$ cat src/rtl/dma_job_arbiter.sv
// Round-robin arbiter that latches one DMA job at a time from NREQ requesters and sequences it
// through the DMA controller. Optional WAIT-state watchdog is built only with DMA_ARB_WDOG_EN.
module dma_job_arbiter #(
  parameter int unsigned NREQ       = 3,
  parameter int unsigned BIT_TRANS  = 18,
  parameter int unsigned WDOG_LIMIT = 1048575
) (
  input  logic                      clk,
  input  logic                      rstn,
  input  logic [NREQ-1:0]           req_valid,
  output logic [NREQ-1:0]           req_ready,
  input  logic [NREQ-1:0]           req_dir,
  input  logic [NREQ*32-1:0]        req_base_addr,
  input  logic [NREQ*BIT_TRANS-1:0] req_num_trans,
  input  logic [NREQ*16-1:0]        req_num_blk,
  output logic [NREQ-1:0]           o_job_done,
  output logic [1:0]                o_start,
  output logic [31:0]               o_base_address_rd,
  output logic [31:0]               o_base_address_wr,
  output logic [BIT_TRANS-1:0]      o_num_trans,
  output logic [15:0]               o_max_req_blk_idx,
  input  logic                      i_rd_job_done,
  input  logic                      i_wr_job_done,
  output logic                      o_busy,
  output logic [2:0]                o_grant_id,
  input  logic                      i_err_clr,
  output logic                      o_err
);

  typedef enum logic [1:0] {
    ST_IDLE,
    ST_LAUNCH,
    ST_WAIT,
    ST_DONE
  } state_e;

  state_e               state_q, state_d;
  logic [2:0]           last_grant_q, last_grant_d;
  logic [2:0]           grant_q, grant_d;
  logic                 dir_q, dir_d;
  logic [31:0]          addr_rd_q, addr_rd_d;
  logic [31:0]          addr_wr_q, addr_wr_d;
  logic [BIT_TRANS-1:0] num_trans_q, num_trans_d;
  logic [15:0]          num_blk_q, num_blk_d;
  logic [NREQ-1:0]      req_ready_q, req_ready_d;
  logic [NREQ-1:0]      job_done_q, job_done_d;
  logic [1:0]           start_q, start_d;
  logic                 busy_q, busy_d;

  logic                 pick_found;
  logic [2:0]           pick_idx;
  logic                 sel_dir;
  logic [31:0]          sel_addr;
  logic [BIT_TRANS-1:0] sel_num_trans;
  logic [15:0]          sel_num_blk;

  // Search order starts one past the last completed grant, wrapping at NREQ.
  always_comb begin
    pick_found = 1'b0;
    pick_idx   = '0;
    for (int unsigned i = 0; i < NREQ; i++) begin
      for (int unsigned k = 0; k < NREQ; k++) begin
        if (!pick_found && req_valid[k] &&
            k == (32'(last_grant_q) + i + 1) % NREQ) begin
          pick_found = 1'b1;
          pick_idx   = 3'(k);
        end
      end
    end
  end

  always_comb begin
    sel_dir       = 1'b0;
    sel_addr      = '0;
    sel_num_trans = '0;
    sel_num_blk   = '0;
    for (int unsigned k = 0; k < NREQ; k++) begin
      if (pick_idx == 3'(k)) begin
        sel_dir       = req_dir[k];
        sel_addr      = req_base_addr[32*k +: 32];
        sel_num_trans = req_num_trans[BIT_TRANS*k +: BIT_TRANS];
        sel_num_blk   = req_num_blk[16*k +: 16];
      end
    end
  end

  always_comb begin
    state_d      = state_q;
    last_grant_d = last_grant_q;
    grant_d      = grant_q;
    dir_d        = dir_q;
    addr_rd_d    = addr_rd_q;
    addr_wr_d    = addr_wr_q;
    num_trans_d  = num_trans_q;
    num_blk_d    = num_blk_q;
    req_ready_d  = '0;
    job_done_d   = '0;
    start_d      = 2'b00;
    case (state_q)
      ST_IDLE: begin
        if (pick_found) begin
          state_d     = ST_LAUNCH;
          req_ready_d = NREQ'(1'b1) << pick_idx;
          grant_d     = pick_idx;
          dir_d       = sel_dir;
          num_trans_d = sel_num_trans;
          num_blk_d   = sel_num_blk;
          if (sel_dir) addr_wr_d = sel_addr;
          else         addr_rd_d = sel_addr;
        end
      end
      ST_LAUNCH: begin
        if (num_blk_q == '0) begin
          state_d = ST_DONE;
        end else begin
          state_d = ST_WAIT;
          start_d = {1'b1, dir_q};
        end
      end
      ST_WAIT: begin
        if (dir_q ? i_wr_job_done : i_rd_job_done) state_d = ST_DONE;
      end
      ST_DONE: begin
        state_d      = ST_IDLE;
        job_done_d   = NREQ'(1'b1) << grant_q;
        last_grant_d = grant_q;
      end
      default: state_d = ST_IDLE;
    endcase
    busy_d = (state_d != ST_IDLE);
  end

  always_ff @(posedge clk or negedge rstn) begin
    if (!rstn) begin
      state_q      <= ST_IDLE;
      last_grant_q <= 3'(NREQ - 1);
      grant_q      <= '0;
      dir_q        <= 1'b0;
      addr_rd_q    <= '0;
      addr_wr_q    <= '0;
      num_trans_q  <= '0;
      num_blk_q    <= '0;
      req_ready_q  <= '0;
      job_done_q   <= '0;
      start_q      <= 2'b00;
      busy_q       <= 1'b0;
    end else begin
      state_q      <= state_d;
      last_grant_q <= last_grant_d;
      grant_q      <= grant_d;
      dir_q        <= dir_d;
      addr_rd_q    <= addr_rd_d;
      addr_wr_q    <= addr_wr_d;
      num_trans_q  <= num_trans_d;
      num_blk_q    <= num_blk_d;
      req_ready_q  <= req_ready_d;
      job_done_q   <= job_done_d;
      start_q      <= start_d;
      busy_q       <= busy_d;
    end
  end

  assign req_ready         = req_ready_q;
  assign o_job_done        = job_done_q;
  assign o_start           = start_q;
  assign o_base_address_rd = addr_rd_q;
  assign o_base_address_wr = addr_wr_q;
  assign o_num_trans       = num_trans_q;
  assign o_max_req_blk_idx = num_blk_q;
  assign o_busy            = busy_q;
  assign o_grant_id        = grant_q;

`ifdef DMA_ARB_WDOG_EN
  localparam int unsigned WDW = (WDOG_LIMIT < 2) ? 1 : $clog2(WDOG_LIMIT + 1);

  logic [WDW-1:0] wdog_cnt_q, wdog_cnt_d;
  logic           err_q, err_d;

  // Counter saturates at the limit so the error fires once per WAIT visit and a clear sticks.
  always_comb begin
    wdog_cnt_d = wdog_cnt_q;
    err_d      = err_q;
    if (state_q == ST_LAUNCH) begin
      wdog_cnt_d = '0;
    end else if (state_q == ST_WAIT && wdog_cnt_q != WDW'(WDOG_LIMIT)) begin
      wdog_cnt_d = wdog_cnt_q + 1'b1;
    end
    if (i_err_clr) err_d = 1'b0;
    if (state_q == ST_WAIT && wdog_cnt_q != WDW'(WDOG_LIMIT) &&
        wdog_cnt_d == WDW'(WDOG_LIMIT)) begin
      err_d = 1'b1;
    end
  end

  always_ff @(posedge clk or negedge rstn) begin
    if (!rstn) begin
      wdog_cnt_q <= '0;
      err_q      <= 1'b0;
    end else begin
      wdog_cnt_q <= wdog_cnt_d;
      err_q      <= err_d;
    end
  end

  assign o_err = err_q;
`else
  logic unused_wdog;
  assign unused_wdog = i_err_clr & (WDOG_LIMIT != 0);
  assign o_err       = 1'b0;
`endif

endmodule
$ cat config.mk
export PLATFORM = sky130hd
export DESIGN_NAME = dma_job_arbiter
export DESIGN_NICKNAME = d
export VERILOG_FILES = /design/src/rtl/dma_job_arbiter.sv
export SDC_FILE = /design/constraint.sdc
export NUM_CORES = 1
export LEC_CHECK = 0
export CAP_MARGIN = 10
export CELL_PAD_IN_SITES_DETAIL_PLACEMENT = 2
export CELL_PAD_IN_SITES_GLOBAL_PLACEMENT = 2
export CORE_MARGIN = 2
export CORE_UTILIZATION = 24
export CTS_CLUSTER_SIZE = 8
export DETAILED_ROUTE_END_ITERATION = 10
export GPL_TIMING_DRIVEN = 0
export PLACE_DENSITY_LB_ADDON = 0.1
export RECOVER_POWER = 100
export SYNTH_ARGS = -nofsm -noshare
export SYNTH_HDL_FRONTEND = slang
export SYNTH_SLANG_ARGS = --single-unit
$ cat constraint.sdc
create_clock -name clk -period 6.3 [get_ports clk]
set_clock_uncertainty 0.05 [all_clocks]
set_input_delay 0.63 -clock clk [delete_from_list [all_inputs] [get_ports clk]]
set_output_delay 0.63 -clock clk [all_outputs]
set_load 0.01 [all_outputs]
# Word-level counts from Yosys, hierarchy flattened
# Index checks and enable logic that the tools add are counted.
[classes]
addsub = 4
n_div = 3
n_eq_ne = 11
shift = 2
n_mux = 39
bitwise = 1
reduce_logical = 35
[ops]
columns = ["cell", "count"]
rows = [
  ["1-bit by 32-bit equality test with 1-bit output (first input constant)", 3],
  ["2-bit by 32-bit equality test with 1-bit output (first input constant)", 3],
  ["32-bit zero test", 3],
  ["32-bit by 2-bit remainder unit with 32-bit output (second input constant)", 3],
  ["32-bit two-way mux", 3],
  ["18-bit two-way mux", 3],
  ["16-bit two-way mux", 3],
  ["3-bit two-way mux", 9],
  ["1-bit logical AND", 17],
  ["16-bit zero test", 1],
  ["1-bit two-way mux", 15],
  ["4-bit by 1-bit adder with 5-bit output (second input constant)", 2],
  ["2-bit two-way mux", 5],
  ["1-bit zero test", 8],
  ["2-bit one-hot mux with 4 select lines", 1],
  ["3-bit AND reduction", 2],
  ["1-bit by 3-bit << shifter with 3-bit output (first input constant)", 2],
  ["3-bit by 1-bit adder with 4-bit output (second input constant)", 1],
  ["3-bit by 2-bit adder with 4-bit output (second input constant)", 1],
  ["2-bit equality test (second input constant)", 2],
  ["3-bit by 1-bit equality test with 1-bit output (second input constant)", 1],
  ["3-bit by 2-bit equality test with 1-bit output (second input constant)", 1],
  ["3-bit zero test", 1],
  ["2-bit by 1-bit equality test with 1-bit output (second input constant)", 1],
  ["4 further kinds", 4],
]
[totals]
regBits = 116
inputBits = 209
output_inout_bits = 111
wordCells = 107

# Longest topological paths before layout
# Gate-level depths: netlist of run 1.
[depth]
depth_word = 43
mapped_depth = 9

# Worst setup path before layout of run 1
# No wires, ideal clock.
[synth_path]
path_kind = "register to register"
startpoint = "register last_grant_q[1]"
endpoint = "register addr_wr_q[10], in the netlist o_base_address_wr[10]"
t_arrival_ns = 2.331
t_required_ns = 6.125
slack_ns = 3.794
path_stages_with_launch = 8
n_path_buf = 1
path_cell_list = "dfstp_2 ha_1 or3_1 o2111ai_2 nor2_1 a211oi_4 buf_6 mux2_4"
[synth_via]
elab_chain_len = 42
[synth_rtl]
columns = ["element", "line_no", "text"]
rows = [
  ["from (decl)", "38", "logic [2:0] last_grant_q, last_grant_d;"],
  ["from (signal assigned)", "136", "last_grant_q <= 3'(NREQ - 1);"],
  ["from (signal assigned)", "149", "last_grant_q <= last_grant_d;"],
  ["3-bit by 1-bit adder with 4-bit output", "64", "k == (32'(last_grant_q) + i + 1) % NREQ) begin"],
  ["32-bit by 2-bit remainder unit with 32-bit output", "64", ""],
  ["32-bit zero test", "64", ""],
  ["1-bit logical AND", "63", "if (!pick_found && req_valid[k] &&"],
  ["1-bit two-way mux", "63", ""],
  ["1-bit zero test", "63", ""],
  ["1-bit logical AND (2 in series)", "63", ""],
  ["1-bit two-way mux", "63", ""],
  ["(+21 left out)", "-", ""],
  ["1-bit logical AND (2 in series)", "63", ""],
  ["1-bit two-way mux", "63", ""],
  ["1-bit zero test", "63", ""],
  ["1-bit logical AND (2 in series)", "63", ""],
  ["3-bit two-way mux", "63", ""],
  ["3-bit zero test", "78", "if (pick_idx == 3'(k)) begin"],
  ["1-bit two-way mux (3 in series)", "78", ""],
  ["3-bit AND reduction (no line)", "-", ""],
  ["to (signal assigned)", "153", "addr_wr_q <= addr_wr_d;"],
  ["to (decl)", "42", "logic [31:0] addr_wr_q, addr_wr_d;"],
]
# Parallel ways exist; a longest one is shown, timed or not.
# A chain may end at the register's enable or synchronous reset.

# Worst setup path after layout of run 1
[layout_path]
startpoint = "input req_valid[2]"
endpoint = "register addr_wr_q[11], in the netlist o_base_address_wr[11]"
[layout_via]
elab_chain_len = 32
[layout_rtl]
columns = ["element", "line_no", "text"]
rows = [
  ["from (decl)", "10", "input logic [NREQ-1:0] req_valid,"],
  ["1-bit logical AND (2 in series)", "63", ""],
  ["1-bit two-way mux", "63", ""],
  ["1-bit zero test", "63", ""],
  ["1-bit logical AND (2 in series)", "63", ""],
  ["1-bit two-way mux", "63", ""],
  ["1-bit zero test", "63", ""],
  ["1-bit logical AND (2 in series)", "63", ""],
  ["1-bit two-way mux", "63", ""],
  ["(+9 left out)", "-", ""],
  ["1-bit logical AND (2 in series)", "63", ""],
  ["1-bit two-way mux", "63", ""],
  ["1-bit zero test", "63", ""],
  ["1-bit logical AND (2 in series)", "63", ""],
  ["3-bit two-way mux", "63", ""],
  ["3-bit zero test", "78", ""],
  ["1-bit two-way mux (3 in series)", "78", ""],
  ["3-bit AND reduction (no line)", "-", ""],
]
# Parallel ways exist; a longest one is shown, timed or not.

==> flow_summary.html, run 1 <==
<table>
<tr><th>Metric</th><th>Value</th></tr>
<tr><th colspan="2">CTS</th></tr>
<tr><td>Hold buffer count at cts</td><td>0</td></tr>
<tr><td>Maximum buffer depth of the clock tree</td><td>2</td></tr>
<tr><td>Clock tree from TritonCTS</td><td>done</td></tr>
<tr><td>Clock transition at the registers of the reported paths</td><td>60 ps</td></tr>
<tr><td>Clock tree sinks</td><td>114</td></tr>
<tr><td>Clock latency on the worst-skew pair</td><td>410 ps</td></tr>
<tr><td>Total clock buffers created by CTS</td><td>17</td></tr>
<tr><td>Root buffer selected by CTS</td><td>sky130_fd_sc_hd__clkbuf_16</td></tr>
<tr><td>Buffer count from post-CTS setup fixing</td><td>0</td></tr>
<tr><td>Cells resized by post-CTS repair</td><td>0</td></tr>
<tr><td>H-tree lvl count</td><td>4</td></tr>
<tr><th colspan="2">STA</th></tr>
<tr><td>Final Max Tran Viols</td><td>90</td></tr>
<tr><td>Worst hold slack</td><td>426 ps</td></tr>
<tr><td>Final Hold Viols</td><td>0</td></tr>
<tr><td>Slew margin rel.</td><td>-0.576</td></tr>
<tr><td>Unrepaired setup endpoints after global routing</td><td>no</td></tr>
<tr><td>Worst-Margin Slew</td><td>2360 ps</td></tr>
<tr><td>Maximum frequency from static timing analysis</td><td>0.247 GHz</td></tr>
<tr><td>Min Clock Period, post-route</td><td>4050 ps</td></tr>
<tr><td>Tcrit/Tclk final</td><td>0.643</td></tr>
<tr><td>Final number of setup-violating endpoints</td><td>0</td></tr>
<tr><th colspan="2">Drt</th></tr>
<tr><td>Final routed wirelength across all metal layers</td><td>24700 um</td></tr>
<tr><td>Iteration count of the initial detailed-routing pass</td><td>4</td></tr>
<tr><td>Routed wire length per instance</td><td>21.1 um</td></tr>
<tr><td>Number of vias after detailed routing</td><td>5552</td></tr>
<tr><td>DRC marker count from the first detailed-route iteration</td><td>277</td></tr>
<tr><td>Post-detailed-route DRC marker count</td><td>0</td></tr>
<tr><td>Number of nets with antenna violations after routing</td><td>0</td></tr>
<tr><td>Ratio of routed vias to standard cells</td><td>4.75</td></tr>
<tr><th colspan="2">Logic synthesis</th></tr>
<tr><td>Sequential-to-total area share from yosys stat</td><td>0.499</td></tr>
<tr><td>Avg Cell Area, Syn</td><td>11.4 um2</td></tr>
<tr><td>Post-synth design cell area</td><td>0.00572 mm2</td></tr>
<tr><td>Primary flip-flop cell chosen by synthesis mapping</td><td>sky130_fd_sc_hd__dfrtp_1</td></tr>
<tr><td>Yosys Warn Count</td><td>0</td></tr>
<tr><td>Share of synthesized flip-flops with an asynchronous set or reset</td><td>1.00</td></tr>
<tr><td>Number of register bits inferred by synthesis</td><td>114</td></tr>
<tr><td>Count of distinct cell types in the synthesized netlist</td><td>49</td></tr>
<tr><td>Number of flops mapped to enable cells by yosys</td><td>0</td></tr>
<tr><td>Post-Synthesis Cells</td><td>501</td></tr>
<tr><th colspan="2">Power</th></tr>
<tr><td>Power density over cell area</td><td>486 mW/mm2</td></tr>
<tr><td>Static leakage power</td><td>4.24 nW</td></tr>
<tr><td>Power Total</td><td>4.73 mW</td></tr>
<tr><td>Peak VDD IR</td><td>0.000178 V</td></tr>
<tr><th colspan="2">Finish</th></tr>
<tr><td>Finished Core Util</td><td>0.416</td></tr>
<tr><td>Most used cells in the layout excluding fill and tap cells</td><td>204 x sky130_fd_sc_hd__clkdlybuf4s50_1, 113 x sky130_fd_sc_hd__dfrtp_1, 110 x sky130_fd_sc_hd__dlygate4sd3_1</td></tr>
<tr><td>Post-layout instance count excluding filler cells</td><td>1169</td></tr>
<tr><td>Ant. Diodes</td><td>0</td></tr>
<tr><td>Final cell area excluding filler cells</td><td>0.00973 mm2</td></tr>
<tr><td>Final #Nets</td><td>1053</td></tr>
<tr><td>Area grow syn2layout</td><td>70.3%</td></tr>
<tr><td>Layout cells sized above 1</td><td>0.0929</td></tr>
<tr><td>Leading cell type in the layout, fill and taps excluded</td><td>sky130_fd_sc_hd__clkdlybuf4s50_1</td></tr>
<tr><th colspan="2">Placement</th></tr>
<tr><td>DP Cell Count</td><td>1137</td></tr>
<tr><td>Final RePlAce weighted congestion</td><td>0.743</td></tr>
<tr><td># port buffers</td><td>315</td></tr>
<tr><td>Instance area at placement</td><td>0.00930 mm2</td></tr>
<tr><td>Post-DP HPWL</td><td>19300 um</td></tr>
<tr><th colspan="2">Critical path</th></tr>
<tr><td>Kind of critical path</td><td>in -&gt; reg</td></tr>
<tr><td>Data required time of the critical path</td><td>6570 ps</td></tr>
<tr><td>Cell-by-cell listing of the critical path</td><td>clkdlybuf4s50_1, and2_0, o31ai_1, a32oi_4, a211oi_1, clkbuf_1, mux2i_1</td></tr>
<tr><td>Largest stage delay on the critical path</td><td>860 ps</td></tr>
<tr><td>Critical Path Start Type</td><td>input port</td></tr>
<tr><td>Count of buffering cells on the critical path with inverters included</td><td>2</td></tr>
<tr><td>Critical-path maximum fanout</td><td>10</td></tr>
<tr><td>R2R Setup Slk</td><td>2270 ps</td></tr>
<tr><td>CP Capture Type</td><td>register</td></tr>
<tr><td>Kind of cell adding the most delay to the critical path</td><td>compound AO/OA/AOI/OAI gates</td></tr>
<tr><td>Slowest stage cell on the critical path</td><td>sky130_fd_sc_hd__a211oi_1</td></tr>
<tr><td>Arrival time of data at the critical path endpoint</td><td>4330 ps</td></tr>
<tr><th colspan="2">GRT</th></tr>
<tr><td>First-pass GRT wire length</td><td>37100 um</td></tr>
<tr><td>Overall Global Routing Usage</td><td>0.197</td></tr>
<tr><td>Total congestion overflow after global routing</td><td>0</td></tr>
<tr><td>Via count of the first global-routing pass</td><td>6356</td></tr>
<tr><td>Antenna violations before repair</td><td>0</td></tr>
<tr><td>Pin count of the biggest net entering global routing</td><td>90</td></tr>
<tr><th colspan="2">Floorplanning</th></tr>
<tr><td>Core area</td><td>0.0234 mm2</td></tr>
<tr><td>DIE HEIGHT</td><td>158 um</td></tr>
<tr><td>Initial Utilization</td><td>0.244</td></tr>
<tr><td>Full die area</td><td>0.0251 mm2</td></tr>
<tr><td>Number of placement rows</td><td>56</td></tr>
<tr><td>I/O pin cnt</td><td>320</td></tr>
<tr><td>Die Width</td><td>158 um</td></tr>
<tr><th colspan="2">Job</th></tr>
<tr><td>Count of max-cap constraint violations</td><td>1</td></tr>
<tr><th colspan="2">Run status</th></tr>
<tr><td>Violations in the final reports</td><td>max-capacitance violations, max-slew violations</td></tr>
<tr><td>Run status</td><td>finished with violations</td></tr>
<tr><th colspan="2">Worst hold path</th></tr>
<tr><td>Hold crit path type</td><td>reg -&gt; reg</td></tr>
</table>
==> power by group <==
part,total [mW],internal [mW],switching (mW)
Combinational,2.44,1.15,1.29
Clock,0.994,0.631,0.363
Sequential,1.30,1.10,0.202
==> kinds of logic (layout without fill, tap and decap cells) <==
logic type | count (synthesis) | in the layout | synth area share
buf+inv | 69 | 417 | 0.0543
other cells | 1 | 2 | 0.000656
simple gates | 115 | 115 | 0.104
mux | 65 | 65 | 0.136
fa+ha+maj | 7 | 7 | 0.0153
compound gates | 130 | 130 | 0.191
flops | 114 | 114 | 0.499
==> Yosys cell counts, types with 10 or more instances <==
library cell | count | share of area
sky130_fd_sc_hd__nor2_1 | 15 | 0.0099
sky130_fd_sc_hd__a222oi_1 | 24 | 0.042
sky130_fd_sc_hd__o22ai_1 | 10 | 0.011
sky130_fd_sc_hd__mux2_4 | 19 | 0.050
sky130_fd_sc_hd__clkbuf_1 | 28 | 0.018
sky130_fd_sc_hd__a221o_1 | 22 | 0.039
sky130_fd_sc_hd__mux2i_1 | 20 | 0.035
sky130_fd_sc_hd__o31ai_1 | 11 | 0.014
sky130_fd_sc_hd__dfrtp_1 | 113 | 0.49
sky130_fd_sc_hd__a211oi_1 | 10 | 0.013
sky130_fd_sc_hd__nand2_1 | 39 | 0.026
sky130_fd_sc_hd__and3_1 | 21 | 0.023
sky130_fd_sc_hd__mux2_2 | 23 | 0.045
sky130_fd_sc_hd__and2_1 | 19 | 0.021
sky130_fd_sc_hd__o21ai_0 | 28 | 0.025
sky130_fd_sc_hd__a31o_2 | 10 | 0.015
sky130_fd_sc_hd__inv_1 | 26 | 0.017
==> cell type report <==
type	instances	area, um2
tap	319	399
sequential	114	2850
multi-input combinational	319	2450
fill	2522	13700
inverter	27	101
clock buffer	19	443
timing repair buffer	316	3150
buffer	42	174
clock inverter	13	161
==> registers in the layout, summed over array words and instances, names as in the netlist, 2 cells and up <==
name / flops
o_base_address_rd: 32
o_base_address_wr: 32
o_num_trans: 18
o_max_req_blk_idx: 16
o_job_done: 3
req_ready: 3
last_grant_q: 2
o_grant_id: 2
o_start: 2
state_q: 2
==> worst paths after layout <==
| path | from | end | cells after the start |
|---|---|---|---|
| hold reg to reg | o_num_trans[4] | o_num_trans[4] | 2 |
| min in group asynchronous | rstn | o_num_trans[11] | 1 |
| setup / recovery | req_valid[2] | o_base_address_wr[11] | 7 |
| setup reg to reg | last_grant_q[1] | o_base_address_wr[11] | 8 |
| max in group asynchronous | rstn | o_num_trans[4] | 2 |
| hold / removal | o_num_trans[4] | o_num_trans[4] | 2 |
==> worst register-to-register path, cell delays in order (launching register included) <==
cell,delay (ps)
sky130_fd_sc_hd__dfstp_1,530
sky130_fd_sc_hd__inv_1,60
sky130_fd_sc_hd__ha_1,220
sky130_fd_sc_hd__and2_0,190
sky130_fd_sc_hd__o31ai_1,770
sky130_fd_sc_hd__a32oi_4,220
sky130_fd_sc_hd__a211oi_1,860
sky130_fd_sc_hd__clkbuf_1,740
sky130_fd_sc_hd__mux2i_1,290
==> metrics by stage <==
| step | worst slack, ps | TNS, ps |
|---|---|---|
| finish | 2250 | 0 |
| global route | 1930 | 0 |
| global placement | -73.3 | -6660 |
| CTS | 3090 | 0 |
| detailed placement | 2680 | 0 |
| floorplan | 3790 | 0 |
==> per-layer routing <==
metal  GRT usage  vias to the layer above  wire length [um]
met3      0.0648                       22              2200
met2       0.358                      216             12400
met5           0                        -                 0
li1            -                     2540                 -
met1       0.225                     2774              9760
met4      0.0450                        0               274
Power figures use the tool's default switching activity.
==> run 2, diff against run 1 <==
--- a/config.mk
+++ b/config.mk
@@ -9,7 +9,7 @@
 export CELL_PAD_IN_SITES_DETAIL_PLACEMENT = 2
 export CELL_PAD_IN_SITES_GLOBAL_PLACEMENT = 2
 export CORE_MARGIN = 2
-export CORE_UTILIZATION = 24
+export CORE_UTILIZATION = 23
 export CTS_CLUSTER_SIZE = 8
 export DETAILED_ROUTE_END_ITERATION = 10
 export GPL_TIMING_DRIVEN = 0
==> constraint.sdc (replaced) <==
create_clock -name clk -period 4 [get_ports clk]
set_clock_uncertainty 0.05 [all_clocks]
set_input_delay 0.4 -clock clk [delete_from_list [all_inputs] [get_ports clk]]
set_output_delay 0.4 -clock clk [all_outputs]
set_load 0.01 [all_outputs]
==> flow_summary.html, run 2 (synthesis gave the netlist of run 1 again) <==
<table>
<tr><th>Metric</th><th>Value</th></tr>
<tr><th colspan="2">GRT</th></tr>
<tr><td>Total congestion overflow after global routing</td><td>0 (unchanged)</td></tr>
<tr><td>Via count of the first global-routing pass</td><td>6501 (+2.3%)</td></tr>
<tr><td>Overall Global Routing Usage</td><td>0.192 (-0.00502)</td></tr>
<tr><td>First-pass GRT wire length</td><td>38400 um (+3.5%)</td></tr>
<tr><td>Antenna violations before repair</td><td>1 (+1)</td></tr>
<tr><td>Pin count of the biggest net entering global routing</td><td>68 (-24%)</td></tr>
<tr><th colspan="2">Drt</th></tr>
<tr><td>Number of nets with antenna violations after routing</td><td>0 (unchanged)</td></tr>
<tr><td>Post-detailed-route DRC marker count</td><td>0 (unchanged)</td></tr>
<tr><td>Routed wire length per instance</td><td>21.5 um (+1.7%)</td></tr>
<tr><td>Ratio of routed vias to standard cells</td><td>4.77 (+0.46%)</td></tr>
<tr><td>Iteration count of the initial detailed-routing pass</td><td>7 (+3)</td></tr>
<tr><td>DRC marker count from the first detailed-route iteration</td><td>227 (-18%)</td></tr>
<tr><td>Final routed wirelength across all metal layers</td><td>25200 um (+2.2%)</td></tr>
<tr><td>Number of vias after detailed routing</td><td>5606 (+0.97%)</td></tr>
<tr><th colspan="2">Critical path</th></tr>
<tr><td>Critical-path maximum fanout</td><td>10 (unchanged)</td></tr>
<tr><td>Logic depth of the worst register-to-register path</td><td>8 (unchanged)</td></tr>
<tr><td>Slowest stage cell on the critical path</td><td>sky130_fd_sc_hd__a211oi_1</td></tr>
<tr><td>Critical Path Start Type</td><td>register</td></tr>
<tr><td>Arrival time of data at the critical path endpoint</td><td>3580 ps (-750 ps)</td></tr>
<tr><td>Kind of critical path</td><td>reg -&gt; reg</td></tr>
<tr><td>R2R Setup Slk</td><td>650 ps (-1620 ps)</td></tr>
<tr><td>Worst flop-to-flop path startpoint</td><td>last_grant_q[1]</td></tr>
<tr><td>Data required time of the critical path</td><td>4230 ps (-2340 ps)</td></tr>
<tr><td>Largest stage delay on the critical path</td><td>970 ps (+110 ps)</td></tr>
<tr><td>Reg2reg end</td><td>o_base_address_wr[19]</td></tr>
<tr><td>CP Capture Type</td><td>register</td></tr>
<tr><td>Cell-by-cell listing of the critical path</td><td>inv_1, ha_1, and2_0, o31ai_4, a32oi_1, a211oi_1, buf_6, mux2_1</td></tr>
<tr><th colspan="2">Floorplanning</th></tr>
<tr><td>Full die area</td><td>0.0261 mm2 (+4.2%)</td></tr>
<tr><td>I/O pin cnt</td><td>320 (unchanged)</td></tr>
<tr><td>Core area</td><td>0.0244 mm2 (+4.2%)</td></tr>
<tr><td>Die Width</td><td>162 um (+2.1%)</td></tr>
<tr><td>Number of placement rows</td><td>57 (+1.8%)</td></tr>
<tr><td>DIE HEIGHT</td><td>162 um (+2.1%)</td></tr>
<tr><td>Initial Utilization</td><td>0.234 (-0.00990)</td></tr>
<tr><th colspan="2">CTS</th></tr>
<tr><td>Maximum buffer depth of the clock tree</td><td>2 (unchanged)</td></tr>
<tr><td>Clock tree sinks</td><td>114 (unchanged)</td></tr>
<tr><td>Cells resized by post-CTS repair</td><td>0 (unchanged)</td></tr>
<tr><td>Hold buffer count at cts</td><td>1 (+1)</td></tr>
<tr><td>Root buffer selected by CTS</td><td>sky130_fd_sc_hd__clkbuf_16</td></tr>
<tr><td>Buffer count from post-CTS setup fixing</td><td>0 (unchanged)</td></tr>
<tr><td>Clock latency on the worst-skew pair</td><td>410 ps (about the same)</td></tr>
<tr><td>Clock tree from TritonCTS</td><td>done</td></tr>
<tr><td>Total clock buffers created by CTS</td><td>17 (unchanged)</td></tr>
<tr><td>H-tree lvl count</td><td>4 (unchanged)</td></tr>
<tr><td>Clock transition at the registers of the reported paths</td><td>60 ps (about the same)</td></tr>
<tr><th colspan="2">Finish</th></tr>
<tr><td>Area grow syn2layout</td><td>70.8%</td></tr>
<tr><td>Most used cells in the layout excluding fill and tap cells</td><td>204 x sky130_fd_sc_hd__clkdlybuf4s50_1, 113 x sky130_fd_sc_hd__dfrtp_1, 111 x sky130_fd_sc_hd__dlygate4sd3_1</td></tr>
<tr><td>Final-layout fill cell count</td><td>2607 (+3.4%)</td></tr>
<tr><td>Final #Nets</td><td>1054 (+0.095%)</td></tr>
<tr><td>Ant. Diodes</td><td>0 (unchanged)</td></tr>
<tr><td>Layout cells sized above 1</td><td>0.102 (+0.00929)</td></tr>
<tr><td>Leading cell type in the layout, fill and taps excluded</td><td>sky130_fd_sc_hd__clkdlybuf4s50_1</td></tr>
<tr><td>Final cell area excluding filler cells</td><td>0.00976 mm2 (+0.31%)</td></tr>
<tr><th colspan="2">Worst hold path</th></tr>
<tr><td>Endpoint of the worst hold-timing path</td><td>o_num_trans[7]</td></tr>
<tr><td>Hold-critical path depth</td><td>2 (unchanged)</td></tr>
<tr><td>Hold crit path type</td><td>reg -&gt; reg</td></tr>
<tr><td>Worst min-delay path startpoint</td><td>o_num_trans[7]</td></tr>
<tr><th colspan="2">STA</th></tr>
<tr><td>Unrepaired setup endpoints after global routing</td><td>no</td></tr>
<tr><td>Slack of the critical path</td><td>650 ps (-1600 ps)</td></tr>
<tr><td>Tcrit/Tclk final</td><td>0.838</td></tr>
<tr><td>Final Max Tran Viols</td><td>68 (-24%)</td></tr>
<tr><td>Final number of setup-violating endpoints</td><td>0 (unchanged)</td></tr>
<tr><td>Slew margin rel.</td><td>-0.194 (+0.382)</td></tr>
<tr><td>Final TNS setup</td><td>0 ps (unchanged)</td></tr>
<tr><td>Min Clock Period, post-route</td><td>3350 ps</td></tr>
<tr><td>Worst-Margin Slew</td><td>1790 ps (-573 ps)</td></tr>
<tr><td>Final Hold Viols</td><td>0 (unchanged)</td></tr>
<tr><td>Maximum frequency from static timing analysis</td><td>0.298 GHz</td></tr>
<tr><th colspan="2">Power</th></tr>
<tr><td>Peak VDD IR</td><td>0.000272 V (+52%)</td></tr>
<tr><td>Static leakage power</td><td>4.28 nW (+0.79%)</td></tr>
<tr><td>Power density over cell area</td><td>764 mW/mm2 (+57%)</td></tr>
<tr><th colspan="2">Placement</th></tr>
<tr><td>Final RePlAce weighted congestion</td><td>0.795 (+7.0%)</td></tr>
<tr><td># port buffers</td><td>315 (unchanged)</td></tr>
<tr><td>Post-DP HPWL</td><td>19600 um (+1.7%)</td></tr>
<tr><td>Instance area at placement</td><td>0.00931 mm2 (about the same)</td></tr>
<tr><td>Pre-CTS setup slack</td><td>653 ps (-2020 ps)</td></tr>
<tr><th colspan="2">Run status</th></tr>
<tr><td>Run status</td><td>finished with violations</td></tr>
<tr><td>Violations in the final reports</td><td>max-capacitance violations, max-slew violations</td></tr>
<tr><th colspan="2">Job</th></tr>
<tr><td>Count of max-cap constraint violations</td><td>1 (unchanged)</td></tr>
</table>
==> run 2: changes by cell type in the layout (fill, tap and decap cells not counted), sizes merged <==
| cell | previous run | this run |
|---|---|---|
| buf | 7 | 12 |
| dlygate4sd3 | 110 | 111 |
| clkbuf | 56 | 54 |
| bufinv | 3 | 2 |
| clkinvlp | 4 | 2 |
==> run 2: where the power goes <==
| part | switching (mW) | internal, mW | leakage [nW] | total (mW) |
|---|---|---|---|---|
| Sequential | 0.312 | 1.73 | 1.39 | 2.04 |
| Combinational | 2.07 | 1.85 | 2.60 | 3.92 |
| Clock | 0.556 | 0.945 | 0.280 | 1.50 |
==> run 2: metal layers <==
layer | vias to the layer above | global-route usage | routed length [um]
met5 | - | 0 | 13
met4 | 2 | 0.0527 | 311
met3 | 18 | 0.0611 | 1970
met2 | 215 | 0.343 | 12800
met1 | 2830 | 0.221 | 10200
li1 | 2541 | - | -
==> run 2: worst max-delay path, delay by kind of cell, from the launching register on <==
family                   cells  cell delay [ps]
adder cells (fa/ha/maj)      1              230
AND/OR/NAND/NOR              1              230
AO/OA/AOI/OAI                3             1490
flip-flops                   1              530
multiplexers                 1              350
buffers and inverters        2              340
==> run 2: worst max path at each step <==
stage / startpoint / end / slack (ps) / cells past startpoint
after floorplan: last_grant_q[1] / o_base_address_wr[10] / 1490 / 7
after global placement: rstn / o_base_address_rd[3] / -2180 / 1
after detailed placement: req_valid[0] / o_base_address_wr[18] / 650 / 8
after CTS: last_grant_q[1] / o_base_address_rd[18] / 800 / 8
after global routing: req_valid[0] / o_base_address_rd[19] / 380 / 6
final: last_grant_q[1] / o_base_address_wr[19] / 650 / 8
==> run 2: metrics by stage <==
step	power, mW	instances	utilization	hold WS (ps)
floorplan	4.20	502	-	54.4
global placement	6.24	1141	0.380	413
global route	8.02	1175	0.400	456
finish	7.46	1175	0.400	428
CTS	7.99	1175	0.405	438
detailed placement	6.43	1142	0.382	326
==> run 2: final cells by class <==
cell class                      instances  area [um2]  area share
Timing Repair Buffer                  317        3170       0.325
Sequential cell                       114        2850       0.292
Multi-Input combinational cell        319        2460       0.252
Clock buffer                           22         464      0.0475
Tap cell                              324         405      0.0415
Buffer                                 42         201      0.0206
Clock inverter                         10         109      0.0111
Inverter                               27         101      0.0104
